==> src/rtl/stroke_stepper.sv <==
// stroke_stepper
//   Moves the pen from its current absolute position to a latched target
//   (mx/my/mz) as a straight 3-axis line using Bresenham interpolation.
//   It emits step/dir pulses for the X/Y/Z stepper drivers, tracks the
//   absolute pen position and returns a fixed-length ack per completed move.
//
//   Parameters
//     STEP_DIV : clk cycles between successive major-axis step events
//     PULSE_W  : clk cycles each step output stays high
//     ACK_LEN  : clk cycles ack stays high per completed move
//
//   Ports
//     clk, rst_n            : clock, asynchronous active-low reset
//     mx, my, mz            : target position, sampled when a move is accepted
//     start                 : move request, accepted on its rising edge in IDLE
//     pause                 : freezes step scheduling while high
//     step_x/y/z, dir_x/y/z : stepper driver outputs (dir 1 = increment)
//     busy                  : high from accept until ack drops
//     ack                   : move complete strobe
//     pos_x, pos_y, pos_z   : current absolute pen position
module stroke_stepper #(
    parameter int unsigned STEP_DIV = 5000,
    parameter int unsigned PULSE_W  = 100,
    parameter int unsigned ACK_LEN  = 4
) (
    input  logic        clk,
    input  logic        rst_n,
    input  logic [10:0] mx,
    input  logic [9:0]  my,
    input  logic [8:0]  mz,
    input  logic        start,
    input  logic        pause,
    output logic        step_x,
    output logic        step_y,
    output logic        step_z,
    output logic        dir_x,
    output logic        dir_y,
    output logic        dir_z,
    output logic        busy,
    output logic        ack,
    output logic [10:0] pos_x,
    output logic [9:0]  pos_y,
    output logic [8:0]  pos_z
);

    localparam int unsigned TW  = (STEP_DIV > 1) ? $clog2(STEP_DIV) : 1;
    localparam int unsigned PWW = (PULSE_W > 0) ? $clog2(PULSE_W + 1) : 1;
    localparam int unsigned AW  = $clog2(ACK_LEN + 1);
    localparam logic [TW-1:0]  TICK_LAST = TW'(STEP_DIV - 1);
    localparam logic [PWW-1:0] PW_LOAD   = PWW'(PULSE_W - 1);
    localparam logic [AW-1:0]  ACK_LAST  = AW'(ACK_LEN);

    typedef enum logic [1:0] {S_IDLE, S_SETUP, S_RUN, S_DONE} state_t;
    state_t state, state_nx;

    logic           start_d;
    logic [10:0]    tx;
    logic [9:0]     ty;
    logic [8:0]     tz;
    logic [11:0]    d_x, d_y, d_z;
    logic [11:0]    acc_x, acc_y, acc_z;
    logic [11:0]    n_r, cnt;
    logic [TW-1:0]  tick;
    logic [PWW-1:0] pw_cnt;
    logic [AW-1:0]  ack_cnt;

    // Setup-stage geometry, evaluated from the latched target and live position
    logic        sdir_x, sdir_y, sdir_z;
    logic [11:0] sd_x, sd_y, sd_z, sn;
    // Step-event arithmetic
    logic        step_evt, pulse_active, run_done;
    logic [12:0] s_x, s_y, s_z, n13;
    logic        hit_x, hit_y, hit_z;
    logic [11:0] an_x, an_y, an_z;

    always_comb begin
        sdir_x = tx > pos_x;
        sdir_y = ty > pos_y;
        sdir_z = tz > pos_z;
        sd_x   = sdir_x ? ({1'b0, tx} - {1'b0, pos_x}) : ({1'b0, pos_x} - {1'b0, tx});
        sd_y   = sdir_y ? ({2'b0, ty} - {2'b0, pos_y}) : ({2'b0, pos_y} - {2'b0, ty});
        sd_z   = sdir_z ? ({3'b0, tz} - {3'b0, pos_z}) : ({3'b0, pos_z} - {3'b0, tz});
        sn     = sd_x;
        if (sd_y > sn) sn = sd_y;
        if (sd_z > sn) sn = sd_z;
    end

    always_comb begin
        pulse_active = step_x | step_y | step_z;
        step_evt     = (state == S_RUN) && !pause && (tick == TICK_LAST) && (cnt != '0);
        // Last pulse is on its falling edge: the move is finished
        run_done     = (cnt == '0) && pulse_active && (pw_cnt == '0);
        n13   = {1'b0, n_r};
        s_x   = {1'b0, acc_x} + {1'b0, d_x};
        s_y   = {1'b0, acc_y} + {1'b0, d_y};
        s_z   = {1'b0, acc_z} + {1'b0, d_z};
        hit_x = s_x >= n13;
        hit_y = s_y >= n13;
        hit_z = s_z >= n13;
        an_x  = hit_x ? 12'(s_x - n13) : 12'(s_x);
        an_y  = hit_y ? 12'(s_y - n13) : 12'(s_y);
        an_z  = hit_z ? 12'(s_z - n13) : 12'(s_z);
    end

    always_comb begin
        state_nx = state;
        case (state)
            S_IDLE:  if (start && !start_d) state_nx = S_SETUP;
            S_SETUP: state_nx = (sn == '0) ? S_DONE : S_RUN;
            S_RUN:   if (run_done) state_nx = S_DONE;
            S_DONE:  if (ack && ack_cnt == ACK_LAST) state_nx = S_IDLE;
            default: state_nx = S_IDLE;
        endcase
    end

    always_ff @(posedge clk or negedge rst_n) begin
        if (!rst_n) state <= S_IDLE;
        else        state <= state_nx;
    end

    always_ff @(posedge clk or negedge rst_n) begin
        if (!rst_n) begin
            start_d <= 1'b0;
            tx <= '0; ty <= '0; tz <= '0;
            d_x <= '0; d_y <= '0; d_z <= '0;
            acc_x <= '0; acc_y <= '0; acc_z <= '0;
            n_r <= '0; cnt <= '0; tick <= '0; pw_cnt <= '0; ack_cnt <= '0;
            step_x <= 1'b0; step_y <= 1'b0; step_z <= 1'b0;
            dir_x <= 1'b0; dir_y <= 1'b0; dir_z <= 1'b0;
            busy <= 1'b0; ack <= 1'b0;
            pos_x <= '0; pos_y <= '0; pos_z <= '0;
        end else begin
            start_d <= start;
            case (state)
                S_IDLE: begin
                    if (state_nx == S_SETUP) begin
                        tx   <= mx;
                        ty   <= my;
                        tz   <= mz;
                        busy <= 1'b1;
                    end
                end
                S_SETUP: begin
                    dir_x <= sdir_x; dir_y <= sdir_y; dir_z <= sdir_z;
                    d_x <= sd_x; d_y <= sd_y; d_z <= sd_z;
                    n_r <= sn;
                    cnt <= sn;
                    acc_x <= sn >> 1; acc_y <= sn >> 1; acc_z <= sn >> 1;
                    tick <= '0;
                end
                S_RUN: begin
                    if (!pause) tick <= (tick == TICK_LAST) ? '0 : tick + TW'(1);
                    if (step_evt) begin
                        cnt    <= cnt - 12'd1;
                        acc_x  <= an_x; acc_y <= an_y; acc_z <= an_z;
                        step_x <= hit_x; step_y <= hit_y; step_z <= hit_z;
                        pw_cnt <= PW_LOAD;
                        if (hit_x) pos_x <= dir_x ? pos_x + 11'd1 : pos_x - 11'd1;
                        if (hit_y) pos_y <= dir_y ? pos_y + 10'd1 : pos_y - 10'd1;
                        if (hit_z) pos_z <= dir_z ? pos_z + 9'd1 : pos_z - 9'd1;
                    end else if (pulse_active) begin
                        // Pulse timing ignores pause so a pulse in flight always completes
                        if (pw_cnt == '0) begin
                            step_x <= 1'b0; step_y <= 1'b0; step_z <= 1'b0;
                        end else begin
                            pw_cnt <= pw_cnt - PWW'(1);
                        end
                    end
                    if (run_done) begin
                        ack     <= 1'b1;
                        ack_cnt <= AW'(1);
                    end
                end
                S_DONE: begin
                    // Zero-length moves arrive here with ack still low
                    if (!ack) begin
                        ack     <= 1'b1;
                        ack_cnt <= AW'(1);
                    end else if (ack_cnt == ACK_LAST) begin
                        ack  <= 1'b0;
                        busy <= 1'b0;
                    end else begin
                        ack_cnt <= ack_cnt + AW'(1);
                    end
                end
                default: ;
            endcase
        end
    end

endmodule

==> config.mk <==
export PLATFORM = sky130hd
export DESIGN_NAME = stroke_stepper
export DESIGN_NICKNAME = d
export VERILOG_FILES = /design/src/rtl/stroke_stepper.sv
export SDC_FILE = /design/constraint.sdc
export NUM_CORES = 1
export LEC_CHECK = 0
export CORE_MARGIN = 4
export CORE_UTILIZATION = 35
export CTS_CLUSTER_SIZE = 40
export DETAILED_ROUTE_END_ITERATION = 12
export PLACE_DENSITY = 0.52
export SLEW_MARGIN = 30
export SYNTH_ARGS = -nofsm -noshare
export SYNTH_HDL_FRONTEND = slang
export SYNTH_SLANG_ARGS = --single-unit
==> constraint.sdc <==
create_clock -name clk -period 8.77 [get_ports clk]
set_input_delay 2.631 -clock clk [delete_from_list [all_inputs] [get_ports clk]]
set_output_delay 2.631 -clock clk [all_outputs]
set_load 0.03 [all_outputs]
==> results summary, run 1 <==
The flow ran to the end, and the final reports show no timing, DRC or antenna violations. After synthesis, the cell types taking the most area are sky130_fd_sc_hd__dfrtp_1 30%, sky130_fd_sc_hd__ha_1 15%, sky130_fd_sc_hd__o21ai_0 5.5%. The placeable core region is about 0.043 mm^2. Setup violations remaining at the end of the flow were counted as 0.

The accumulated negative setup slack is 0 ps. The total of warnings raised by yosys came out at 0. The maximum resistive drop on vdd is 246.4 uV. The critical path data arrival time is 8070 ps.

The number of maximum-capacitance violations is 0. The number of vias in the routed layout came out at 13,060. The delay of the slowest critical-path stage is 510 ps.

Entering global routing, the biggest net connects 67 pins. The tree is rooted in a sky130_fd_sc_hd__clkbuf_16. In this run, synthesis produced a sequential element count of 187. The share of the synthesized area in the top cell type is a little under a third.

In this run the worst hold path is classified as reg2reg. Setup repair after global routing left no endpoint under its margin. The critical path in this run is classified as reg2reg. Across the routed clock network, the largest skew measured is about 11 ps. The total nets after synthesis is about 2,000.

In this run the tightest slew margin relative to its limit is 40.85%. The total routing usage reported by global routing is a little under a fifth. The post-synthesis instance area came out at 0.01549 mm^2.

Among the stages of the critical path, the cell type that occurs most often is sky130_fd_sc_hd__ha_1. The design area is 0.01739 mm^2. The mean instance size in the synthesized netlist came out at 8.563 um^2.

The final hold violation count came to 0. The share of synthesized flip-flops with an asynchronous set or reset is 100.0%. The number of buffers created by CTS is 17. The H-tree level count came out at 4. Once detail routing completed, the nets flagged for antenna violations numbered 0. The HPWL after detailed placement came out at 33,990 um. The number of antenna violations at the first check in global routing came out at 1. The number of pins exceeding their max-slew limit in the final report is 0. The number of library cell types mapped by synthesis came out at 81. The clock period minus final worst setup slack is roughly 7700 ps. The final antenna diode count came out at 0. The via count of the first global-routing pass is about 13,000. The congestion estimate from routability-driven global placement came to between 0.9 and 1. In the synthesized netlist the dominant register cell turns out to be sky130_fd_sc_hd__dfrtp_1. In the final routed layout, each cell accounts on average for between 15 and 20 um. The biggest area contributor in the post-synthesis netlist is sky130_fd_sc_hd__dfrtp_1. Cells with a size suffix above 1 make up ~4.8% of the layout. In this run the horizontal extent of the chip is 218.4 um.

Clock-pin slew was measured on the worst setup and hold paths at 80 ps. The insertion delay of the later-clocked pin in the worst-skew pair came out at 480 ps. The number of primary I/O pins is 72. The number of setup buffers added after CTS is 0. The net count of the finished layout came out at 2,089. Power spread over the standard cell area amounts to 358.5 mW/mm^2.

After detailed routing, the number of vias per cell comes to 5.330. The cell count after synthesis is around 1,800. The area growth from synthesis to layout is 12.24%. The die covers 0.04769 mm^2. The y dimension of the die is ~220 um.

The final-layout worst hold slack came out at 480.0 ps. Counting flops with a built-in enable in the synthesized netlist gives 0. The endpoint class of the critical path is a flop.

The number of hold buffers added after cts came out at 0. Based on the critical path, the design can be clocked at up to between 100 and 150 MHz. The leftover overflow at the end of global routing came out at 0. In this run the tool buffered the top-level ports with roughly 70 buffer cells. The number of clock sinks seen by CTS came out at 187. Sequential elements use 30.21% of the synthesized area.

The floorplan row count is between 70 and 80. The highest net fanout along the worst path came out at 18. STA puts the critical path data required time at slightly above 9000 ps. The final routed DRC violation total is 0. The leakage power figure came out at 0.007941 uW.

The number of buffers on the longest clock path is 2. The total routed wirelength is 44,490 um. The slew at the pin with the worst max-slew slack came out at 885.1 ps. Once the floorplan was initialized, standard cells occupied 35.65% of the core.

The placed instance area came out at 0.01681 mm^2. TritonCTS built the clock tree. The startpoint type of the worst setup path is a flop. Of the available clock period, the critical path in the final layout requires 87.87%. The first TritonRoute pass finished after 5 iterations. The first-pass GRT wire length came out at 71,880 um. Once the clock tree was built, the resizer swapped 0 gates to a different size. The violation count after the first detailed-route iteration is 1,034. The critical-path cell with the highest stage delay is sky130_fd_sc_hd__nor2b_1.
cells in the mapped netlist, types with 23 or more instances:
cell type and count:
sky130_fd_sc_hd__o21ai_0 171, sky130_fd_sc_hd__nand2_1 200, sky130_fd_sc_hd__a21oi_1 136, sky130_fd_sc_hd__inv_1 157
sky130_fd_sc_hd__nor3_1 36, sky130_fd_sc_hd__a21o_1 48, sky130_fd_sc_hd__nor2_1 99, sky130_fd_sc_hd__clkbuf_1 43
sky130_fd_sc_hd__dfrtp_1 187, sky130_fd_sc_hd__nand4_1 26, sky130_fd_sc_hd__xnor2_1 84, sky130_fd_sc_hd__o21bai_1 23
sky130_fd_sc_hd__xor2_1 33, sky130_fd_sc_hd__ha_1 186, sky130_fd_sc_hd__nand3_1 25, sky130_fd_sc_hd__mux2i_1 34
state kept, by name (all words and copies together) (netlist names), 2 cells and up:
signal and cells:
tick 13, acc_x 12, acc_y 12, acc_z 12, cnt 12, d_x 12
n_r 12, d_y 11, pos_x 11, tx 11, d_z 10, pos_y 10
ty 10, pos_z 9, tz 9, pw_cnt 7, ack_cnt 3, state 2
cell usage in the layout, fill, tap and decap left out, types with 17 or more instances in the layout:
cell type,n
sky130_fd_sc_hd__ha_1,186
sky130_fd_sc_hd__nand3_1,25
sky130_fd_sc_hd__nor2_1,98
sky130_fd_sc_hd__nor2b_1,17
sky130_fd_sc_hd__clkdlybuf4s50_1,70
sky130_fd_sc_hd__nor3_1,35
sky130_fd_sc_hd__xnor2_1,84
sky130_fd_sc_hd__mux2i_1,34
sky130_fd_sc_hd__nand4_1,26
sky130_fd_sc_hd__a31oi_1,18
sky130_fd_sc_hd__dfrtp_1,187
sky130_fd_sc_hd__inv_1,157
sky130_fd_sc_hd__a21o_1,48
sky130_fd_sc_hd__o21bai_1,23
sky130_fd_sc_hd__nand2_1,200
sky130_fd_sc_hd__xor2_1,33
sky130_fd_sc_hd__clkbuf_16,17
sky130_fd_sc_hd__a21oi_1,136
sky130_fd_sc_hd__buf_4,17
sky130_fd_sc_hd__a211oi_1,18
sky130_fd_sc_hd__o21a_1,18
sky130_fd_sc_hd__o21ai_0,171
area by class of cell:
cell class / count / area [um^2]
clock buffer: 17 / 425.4
clock inverter: 13 / 140.1
fill: 4423 / 26070
inverter: 157 / 589.3
multi-input combinational: 1400 / 9936
sequential: 187 / 4679
tap: 585 / 732.0
timing repair buffer: 91 / 885.9
path summary, 6_finish.rpt:
| check | from | endpoint | slack [ps] | cells past startpoint |
|---|---|---|---|---|
| max | pos_x[9] | acc_z[5] | 1060 | 25 |
| min | n_r[2] | n_r[2] | 480 | 2 |
| max reg2reg | pos_x[9] | acc_z[5] | 1060 | 25 |
| min reg2reg | n_r[2] | n_r[2] | 480 | 2 |
| max in group asynchronous | rst_n | tz[4] | 5580 | 3 |
| min in group asynchronous | rst_n | acc_x[11] | 2110 | 1 |
critical path, delay by kind of cell, from the launching register on:
family / cells / cell delay [ps]
AOI/OAI and AO/OA: 11 / 3450
adders and majority gates: 3 / 1100
buffers and inverters: 3 / 480
DFF: 1 / 410
muxes: 1 / 360
and+or+nand+nor: 7 / 1780
kinds of logic (layout without fill, tap and decap cells):
kind of cell | after synthesis | after routing | share of synthesized area [%]
xor gates and xnor gates | 117 | 117 | 6.615
buffers and inverters | 222 | 278 | 5.735
DFF | 187 | 187 | 30.21
muxes | 49 | 49 | 3.287
adders and majority gates | 202 | 202 | 17.03
and+or+nand+nor | 474 | 474 | 14.10
AOI/OAI and AO/OA | 558 | 558 | 23.03
per-layer routing:
metal  share of wire (%)  vias up  routed length, um  global-route usage (%)
met1                  50     6228              22230                   27.57
met2                  44      252              19620                   29.22
li1                    -     6528                  -                       -
met3                 3.7       50               1660                   3.476
met5                   0        -                  0                       0
met4                 2.2        0                978                   5.646
per-stage QoR:
step | util [%] | power [uW] | instances | worst slack, ps
floorplan | - | 4527 | 1809 | 1864
global placement | 38.63 | 5360 | 2418 | 1258
detailed placement | 38.69 | 5395 | 2419 | 1078
CTS | 39.99 | 6224 | 2449 | 1058
global route | 40.01 | 6831 | 2450 | 520.7
finish | 40.01 | 6233 | 2450 | 1064
power by group:
part | switching [uW] | internal (uW) | leakage (uW)
sequential | 163 | 1050 | 0.00224
combinational | 2370 | 1870 | 0.00542
clock | 387 | 397 | 0.000274
(Power assumes the default switching activity.)
==> run 2, diff against run 1 <==
--- a/config.mk
+++ b/config.mk
@@ -5,11 +5,13 @@
 export SDC_FILE = /design/constraint.sdc
 export NUM_CORES = 1
 export LEC_CHECK = 0
+export ABC_AREA = 1
 export CORE_MARGIN = 4
 export CORE_UTILIZATION = 35
 export CTS_CLUSTER_SIZE = 40
 export DETAILED_ROUTE_END_ITERATION = 12
-export PLACE_DENSITY = 0.52
+export PLACE_DENSITY = 0.54
+export SETUP_SLACK_MARGIN = 0.05
 export SLEW_MARGIN = 30
 export SYNTH_ARGS = -nofsm -noshare
 export SYNTH_HDL_FRONTEND = slang
==> constraint.sdc (replaced) <==
create_clock -name clk -period 6.8 [get_ports clk]
set_input_delay 2.04 -clock clk [delete_from_list [all_inputs] [get_ports clk]]
set_output_delay 2.04 -clock clk [all_outputs]
set_load 0.03 [all_outputs]
==> run 2 against run 1 <==
Compared with the run above:
- synthesized cell count is 33% higher
- die area is 9.0% higher
- setup slack worse by 280 ps
- clock power is 40% higher
- worst hold slack worse by 14 ps
- area after synthesis is 9.4% higher
- routed wire length is 13% higher
- total power is 63% lower
- sequential power is 5% lower
- sequential share of layout area is 2.1 points lower
- flip-flop and latch count stayed put
- largest power group is now registers
==> results summary, run 2 <==
The floorplan row count is 80 (+5.3%). The leftover overflow at the end of global routing came out at 0 (unchanged). The cell repeated most along the worst path is sky130_fd_sc_hd__nand2_1.

The sum of met3 wire segment lengths after detailed routing came out at 1697 um (+2.2%). The endpoint class of the critical path is a flop. The horizontal extent of the die came out at 228.0 um (+4.4%). The largest net degree at the start of global routing came out at 104 (+55%). The min-delay analysis places its worst path in the category reg2reg.

On the critical path, the stage with the largest delay is an instance of sky130_fd_sc_hd__dfrtp_1. The number of buffers created by CTS came out at 17 (unchanged). The fmax was 166.1 MHz (+28%).

The routability-driven placement congestion ratio came out at 0.9291 (+3.1%). The share of the synthesized area in the top cell type is 27.62% (-2.6 points). The H-tree level count is 4 (unchanged).

The critical path data arrival time came to 6400 ps (-1670 ps). The placed instance area is 0.01824 mm^2 (+8.5%). The number of antenna violations at the first check in global routing is 0 (-1).

The y dimension of the die is 228.0 um (+4.4%). The area of the die came out at 0.05199 mm^2 (+9.0%). The violation count after the first detailed-route iteration came out at 1,136 (+9.9%). The area taken by flip-flops and latches is 0.004679 mm^2 (unchanged).

The area used by multi-input combinational logic came to 0.01071 mm^2 (+7.8%). Setup repair after global routing left no endpoint under its margin. The power per unit of standard cell area came out at 123.6 mW/mm^2 (-66%).

The total nets after synthesis was 2,634 (+29%). The maximum resistive drop on vdd came out at 141.2 uV (-43%). The starting density of the core is 35.48% (-0.16 points). The final routed DRC violation total is 0 (unchanged). By area the synthesized netlist is led by sky130_fd_sc_hd__dfrtp_1 28%, sky130_fd_sc_hd__ha_1 14%, sky130_fd_sc_hd__nand2_1 13%.

The placeable core region came out at 0.04775 mm^2 (+9.9%). The worst setup skew after layout came out at 22.02 ps (+11.12 ps). The required time of the critical path is 7180 ps (-1960 ps). The number of nets still failing antenna checks after routing was 0 (unchanged). The share of synthesized flip-flops with an asynchronous set or reset is 100.0% (unchanged). The clock tree from TritonCTS is done. The number of primary I/O pins is 72 (unchanged). In the post-synthesis netlist, the cell with the most instances is sky130_fd_sc_hd__nand2_1. The proportion of layout cells with a drive suffix above 1 is 5.008% (+0.24 points).

The delay of the slowest critical-path stage is 520 ps (about the same). The startpoint type of the worst setup path is a flop. The wire length on met2 came out at 22,790 um (+16%).

The flow ran to the end, and the final reports show no timing, DRC or antenna violations. The number of vias in the routed layout came out at 15,300 (+17%). The post-synthesis instance area came out at 0.01694 mm^2 (+9.4%).

The share of the yosys chip area belonging to registers is 27.62% (-2.6 points). The number of synthesized flops with an enable pin came out at 0 (unchanged). The cell count after synthesis is 2,399 (+33%). Compared with the post-synthesis result, the final layout area differs by 11.29%. The setup violation total in the final timing report came out at 0 (unchanged). The final antenna diode count is 0 (unchanged). The final hold violation count came to 0 (unchanged). The count of input and output buffers is 71 (unchanged).

The mean instance size in the synthesized netlist is 7.062 um^2 (-18%). The number of pins exceeding their max-slew limit in the final report is 0 (unchanged). The total routed wirelength came out at 50,500 um (+13%). The number of fillers in the final layout is 4,914 (+11%).

The number of maximum-capacitance violations came out at 0 (unchanged). The accumulated negative setup slack came out at 0 ps (unchanged). The clock period minus final worst setup slack came out at 6020 ps (-1686 ps). The highest net fanout along the worst path is 13 (-5).

More flip-flops sit in one register than any other, and that register is tick. The tree is rooted in a sky130_fd_sc_hd__clkbuf_16. The insertion delay of the later-clocked pin in the worst-skew pair came out at 510 ps (+30 ps).

The number of library cell types mapped by synthesis came out at 59 (-27%). The number of clock sinks seen by CTS is 187 (unchanged). The total routing usage reported by global routing came out at 19.54% (+0.43 points). In this run the top signal layer used is met4. In the synthesized netlist, the cells that appear most often are 581 x sky130_fd_sc_hd__nand2_1, 330 x sky130_fd_sc_hd__inv_1, 221 x sky130_fd_sc_hd__a21oi_1, 190 x sky130_fd_sc_hd__nor2_1, 187 x sky130_fd_sc_hd__dfrtp_1. The number of hold buffers added after cts came out at 0 (unchanged). The worst relative slew slack is 37.37% (-3.5 points).

The count of TritonRoute iterations in the first routing pass came out at 5 (unchanged). The HPWL after detailed placement is 40,060 um (+18%). The combined buffer and inverter count along the critical path is 6 (+3). The design area came to 0.01886 mm^2 (+8.4%).

The type of the worst setup path is reg2reg. The register clock-pin slew on the reported worst setup and hold paths came out at 80 ps (about the same). The per-cell routed wire length came out at 16.44 um (-9.5%). The dominant delay contributor by cell family on the critical path is simple AND/OR/NAND/NOR gates. The main flop type after synthesis is sky130_fd_sc_hd__dfrtp_1.

In the layout the commonest cells are 581 x sky130_fd_sc_hd__nand2_1, 330 x sky130_fd_sc_hd__inv_1, 221 x sky130_fd_sc_hd__a21oi_1. The via count of the first global-routing pass was 14,810 (+15%). The library cell used most frequently in the layout, excluding fill and tap cells, is sky130_fd_sc_hd__nand2_1. The overall power consumption came out at 2330 uW (-63%).

The flip-flop count of the largest register, all copies and words added came to 13 (unchanged). The met1 layer wirelength in the final routing is 24,430 um (+9.9%). The count of state elements after synthesis came out at 187 (unchanged). The slew at the pin with the worst max-slew slack came to 938.1 ps (+53.03 ps). The synthesized design spends more area on one cell type than any other, namely sky130_fd_sc_hd__dfrtp_1. The first-pass GRT wire length is 81,440 um (+13%).

The final period utilization came to 88.53% (+0.66 points). The post-detailed-route via-to-cell ratio is 4.981 (-6.5%). The number of buffers on the longest clock path came out at 2 (unchanged). The net count of the finished layout came out at 2,681 (+28%). The leakage power figure is 0.009410 uW (+18%). The total of warnings raised by yosys is 0 (unchanged).
run 2: cell count changes after synthesis, sizes merged, moves of 89 or more:
cell and delta:
nand2 +408, inv +189, nand3 +126, nor2 +98
a21oi +89
run 2: per-stage QoR:
step | setup WS (ps) | hold WS (ps) | utilization (%) | instances
6_report | 780.1 | 465.5 | 39.49 | 3071
5_1_grt | 147.4 | 486.4 | 39.49 | 3071
4_1_cts | 625.2 | 469.0 | 39.46 | 3071
3_5_place_dp | 606.8 | 457.7 | 38.20 | 3042
3_3_place_gp | 755.5 | 455.7 | 38.20 | 3042
2_1_floorplan | 1852 | 433.9 | - | 2399
run 2: path summary, 6_finish.rpt:
| kind | cells past startpoint | slack, ps | endpoint | startpoint |
|---|---|---|---|---|
| worst max-delay path | 32 | 780 | acc_y[9] | pos_x[1] |
| worst min-delay path | 1 | 470 | pw_cnt[4] | pw_cnt[4] |
| worst max register to register | 32 | 780 | acc_y[9] | pos_x[1] |
| worst min register to register | 1 | 470 | pw_cnt[4] | pw_cnt[4] |
| max in group asynchronous | 2 | 4140 | pw_cnt[6] | rst_n |
| min in group asynchronous | 1 | 1570 | pos_y[7] | rst_n |
run 2: cells by family after synthesis:
| group | after synthesis | share of synthesized area [%] |
|---|---|---|
| buffers and inverters | 399 | 9.253 |
| adders and majority gates | 201 | 15.51 |
| DFF | 187 | 27.62 |
| xor gates and xnor gates | 117 | 6.048 |
| AOI/OAI and AO/OA | 442 | 14.23 |
| and+or+nand+nor | 1052 | 27.27 |
| muxes | 1 | 0.06646 |
run 2: layer usage:
layer	up-vias	track usage [%]
li1	7908	-
met2	269	31.07
met4	0	7.444
met1	7049	26.81
met3	70	3.119
met5	-	0
run 2: power by group:
group,switching [uW],internal [uW],total [uW]
clock,510,589,1100
sequential,20.0,1130,1150
combinational,49.7,34.4,84.2
total,580,1750,2330
run 2: final cells by class:
cell class                 count  area share [%]
sequential                   187           24.82
multi-input combinational   1813           56.79
clock buffer                  18           2.329
timing repair buffer          78           4.134
clock inverter                11          0.8693
inverter                     349           6.981
tap                          615           4.081
run 2: what timing repair did:
action,CTS,global route
gates resized for setup,0,3
setup buffers,0,0
setup endpoints to repair,0,5
==> run 3, diff against run 2 <==
--- a/config.mk
+++ b/config.mk
@@ -7,10 +7,10 @@
 export LEC_CHECK = 0
 export ABC_AREA = 1
 export CORE_MARGIN = 4
-export CORE_UTILIZATION = 35
+export CORE_UTILIZATION = 55
 export CTS_CLUSTER_SIZE = 40
 export DETAILED_ROUTE_END_ITERATION = 12
-export PLACE_DENSITY = 0.54
+export PLACE_DENSITY = 0.77
 export SETUP_SLACK_MARGIN = 0.05
 export SLEW_MARGIN = 30
 export SYNTH_ARGS = -nofsm -noshare
==> run 3 against run 2 <==
Compared with the run above:
- clock skew shrank 5.7 ps
- die area shrank 35%
- register-to-register slack lost 110 ps
- sequential share of layout area grew 0.39 points
- via count grew 2.9%
- sequential power is essentially flat
- final cell count shrank 7.3%
- first-iteration DRC count grew 17%
- critical path depth grew 2
- routed wire length shrank 6.9%
- worst hold slack gained 11 ps
==> results summary, run 3 (synthesis results as in run 2) <==
The highest net fanout along the worst path is 14 (+1). The horizontal extent of the die is 183.5 um (-20%). The clock root buffer master is sky130_fd_sc_hd__clkbuf_16.

The total internal power came out at 1714 uW (-2.1%). The first-pass GRT wire length is 76,730 um (-5.8%). The y dimension of the die is 183.5 um (-20%).

More flip-flops sit in one register than any other, and that register is tick. The final hold violation count was 0 (unchanged). STA classifies the critical path endpoint as a flop. The violation count after the first detailed-route iteration came out at 1,330 (+17%). The number of antenna violations at the first check in global routing came out at 0 (unchanged). The synthesis-to-finish area growth is 9.549%. The leftover overflow at the end of global routing is 0 (unchanged). The flip-flop count of the largest register, all copies and words added is 13 (unchanged). The design area is 0.01856 mm^2 (-1.6%). The most common cell after layout, fill and taps aside is sky130_fd_sc_hd__nand2_1. The insertion delay of the later-clocked pin in the worst-skew pair was 460 ps (-50 ps).

The routability-driven placement congestion ratio is 1.008 (+8.5%). The power per unit of standard cell area is 123.5 mW/mm^2 (-0.11%). The fmax came out at 163.1 MHz (-1.8%).

The proportion of layout cells with a drive suffix above 1 was 5.045% (+0.037 points). The placed instance area is 0.01795 mm^2 (-1.6%). The share of total power in combinational logic came out at 3.6% (about the same). The number of buffers on the longest clock path came to 2 (unchanged). The count of input and output buffers is 71 (unchanged). The relative contribution of sequential cells to total power came out at 50.1% (+0.9 points).

The critical path data arrival time is 6470 ps (+70 ps). The final period utilization is 90.14% (+1.6 points). The setup path with the least slack is of type reg2reg.

The per-cell routed wire length is 16.51 um (+0.39%). The floorplan row count is 63 (-21%). The clock period minus final worst setup slack came out at 6130 ps (+109.7 ps). The final-layout worst hold slack came to 476.1 ps (+10.64 ps).

The cell count of the worst reg-to-reg path came out at 34 (+6.3%). The accumulated negative setup slack is 0 ps (unchanged). The total routed wirelength came out at 47,010 um (-6.9%).

The worst setup path is launched from a flop. The slowest stage of the critical path is the sky130_fd_sc_hd__dfrtp_1 cell. In the layout the commonest cells are 581 x sky130_fd_sc_hd__nand2_1, 330 x sky130_fd_sc_hd__inv_1, 221 x sky130_fd_sc_hd__a21oi_1. The number of cells on the worst hold path was 1 (unchanged). The min-delay analysis places its worst path in the category reg2reg. The worst setup skew after layout came to 16.32 ps (-5.704 ps). The number of pins exceeding their max-slew limit in the final report came out at 0 (unchanged). The setup violation total in the final timing report is 0 (unchanged). The post-detailed-route via-to-cell ratio came out at 5.529 (+11%). The cell repeated most along the worst path is sky130_fd_sc_hd__nand2_1. The number of nets still failing antenna checks after routing is 0 (unchanged).

The delay of the slowest critical-path stage came out at 430 ps (-90 ps). The placeable core region came out at 0.03003 mm^2 (-37%). The via count of the first global-routing pass is 15,140 (+2.2%). The number of buffers created by CTS was 17 (unchanged). The number of maximum-capacitance violations is 0 (unchanged). The number of clock sinks seen by CTS came out at 187 (unchanged). The number of vias in the routed layout was 15,750 (+2.9%). The register clock-pin slew on the reported worst setup and hold paths is 80 ps (about the same). The final routed DRC violation total came to 0 (unchanged). The part of the total power dissipated in the clock network came to 46.3% (-0.9 points). The number of primary I/O pins was 72 (unchanged). The required time of the critical path came out at 7140 ps (-40 ps). The HPWL after detailed placement was 36,570 um (-8.7%).

The net switching power of the design came to 577.1 uW (-0.51%). The slew at the pin with the worst max-slew slack was 937.3 ps (-0.8297 ps). The proportion of total power due to net switching came out at 25.19% (+0.29 points). The overall power consumption came out at 2291 uW (-1.7%). The worst relative slew slack came out at 37.42% (+0.055 points).

The flow ran to the end, and the final reports show no timing, DRC or antenna violations. The leakage power figure is 0.009400 uW (-0.10%). The total routing usage reported by global routing is 28.10% (+8.6 points). The net count of the finished layout came out at 2,680 (-0.037%).

The largest net degree at the start of global routing is 99 (-4.8%). TritonCTS built the clock tree. The area of the die came out at 0.03368 mm^2 (-35%). The final antenna diode count is 0 (unchanged). Setup repair after global routing left no endpoint under its margin. The maximum resistive drop on vdd was 177.1 uV (+25%). The H-tree level count came out at 4 (unchanged). The count of TritonRoute iterations in the first routing pass came out at 5 (unchanged).

The starting density of the core is 56.41% (+21 points).
[run 3: final timing paths]
check / from / end / slack, ps
hold reg to reg: pw_cnt[4] / pw_cnt[4] / 480
max in group asynchronous: rst_n / tick[8] / 4180
setup / recovery: pos_x[9] / acc_y[9] / 670
setup reg to reg: pos_x[9] / acc_y[9] / 670
min in group asynchronous: rst_n / ty[5] / 1610
hold / removal: pw_cnt[4] / pw_cnt[4] / 480
[run 3: timing repair]
action | CTS | global route
hold buffers | 0 | 0
resized for setup | 0 | 3
setup endpoints to repair | 0 | 41
setup buffers | 0 | 0
[run 3: power groups by stage]
stage               combinational (uW)  sequential, uW  clock (uW)
finish                            83.1            1150        1060
global route                      96.5            1150        1120
CTS                               85.7            1150        1070
detailed placement                85.2            1170           0
global placement                  83.1            1170           0
floorplan                         38.2            1160           0
[run 3: through the flow]
stage	instances	worst slack (ps)	util [%]
finish	2848	670.4	61.80
global route	2848	96.95	61.80
CTS	2848	423.9	61.75
detailed placement	2816	457.7	59.78
global placement	2816	658.9	59.77
floorplan	2399	1852	-
[run 3: worst max-delay path, delay by kind of cell, from the launching register on]
family / cells / cell delay [ps]
fa+ha+maj: 3 / 960
compound gates: 3 / 810
simple gates: 20 / 2710
buf+inv: 8 / 1080
flops: 1 / 430
[run 3: area by class of cell]
cell class | instances | area (um^2)
flip-flops and latches | 187 | 4679
repair buffers | 77 | 772.0
fillers | 2750 | 11470
clock inverters | 13 | 158.9
inverters | 349 | 1316
well taps | 390 | 488.0
multi-input cells | 1813 | 10710
clock buffers | 19 | 432.9
[run 3: metal layers]
layer / up-vias / global-route usage (%) / wire length (um)
met2: 414 / 45.62 / 21650
met5: - / 0 / 0
met4: 0 / 6.734 / 941
met1: 7391 / 39.73 / 21930
met3: 53 / 4.274 / 2484
li1: 7889 / - / -
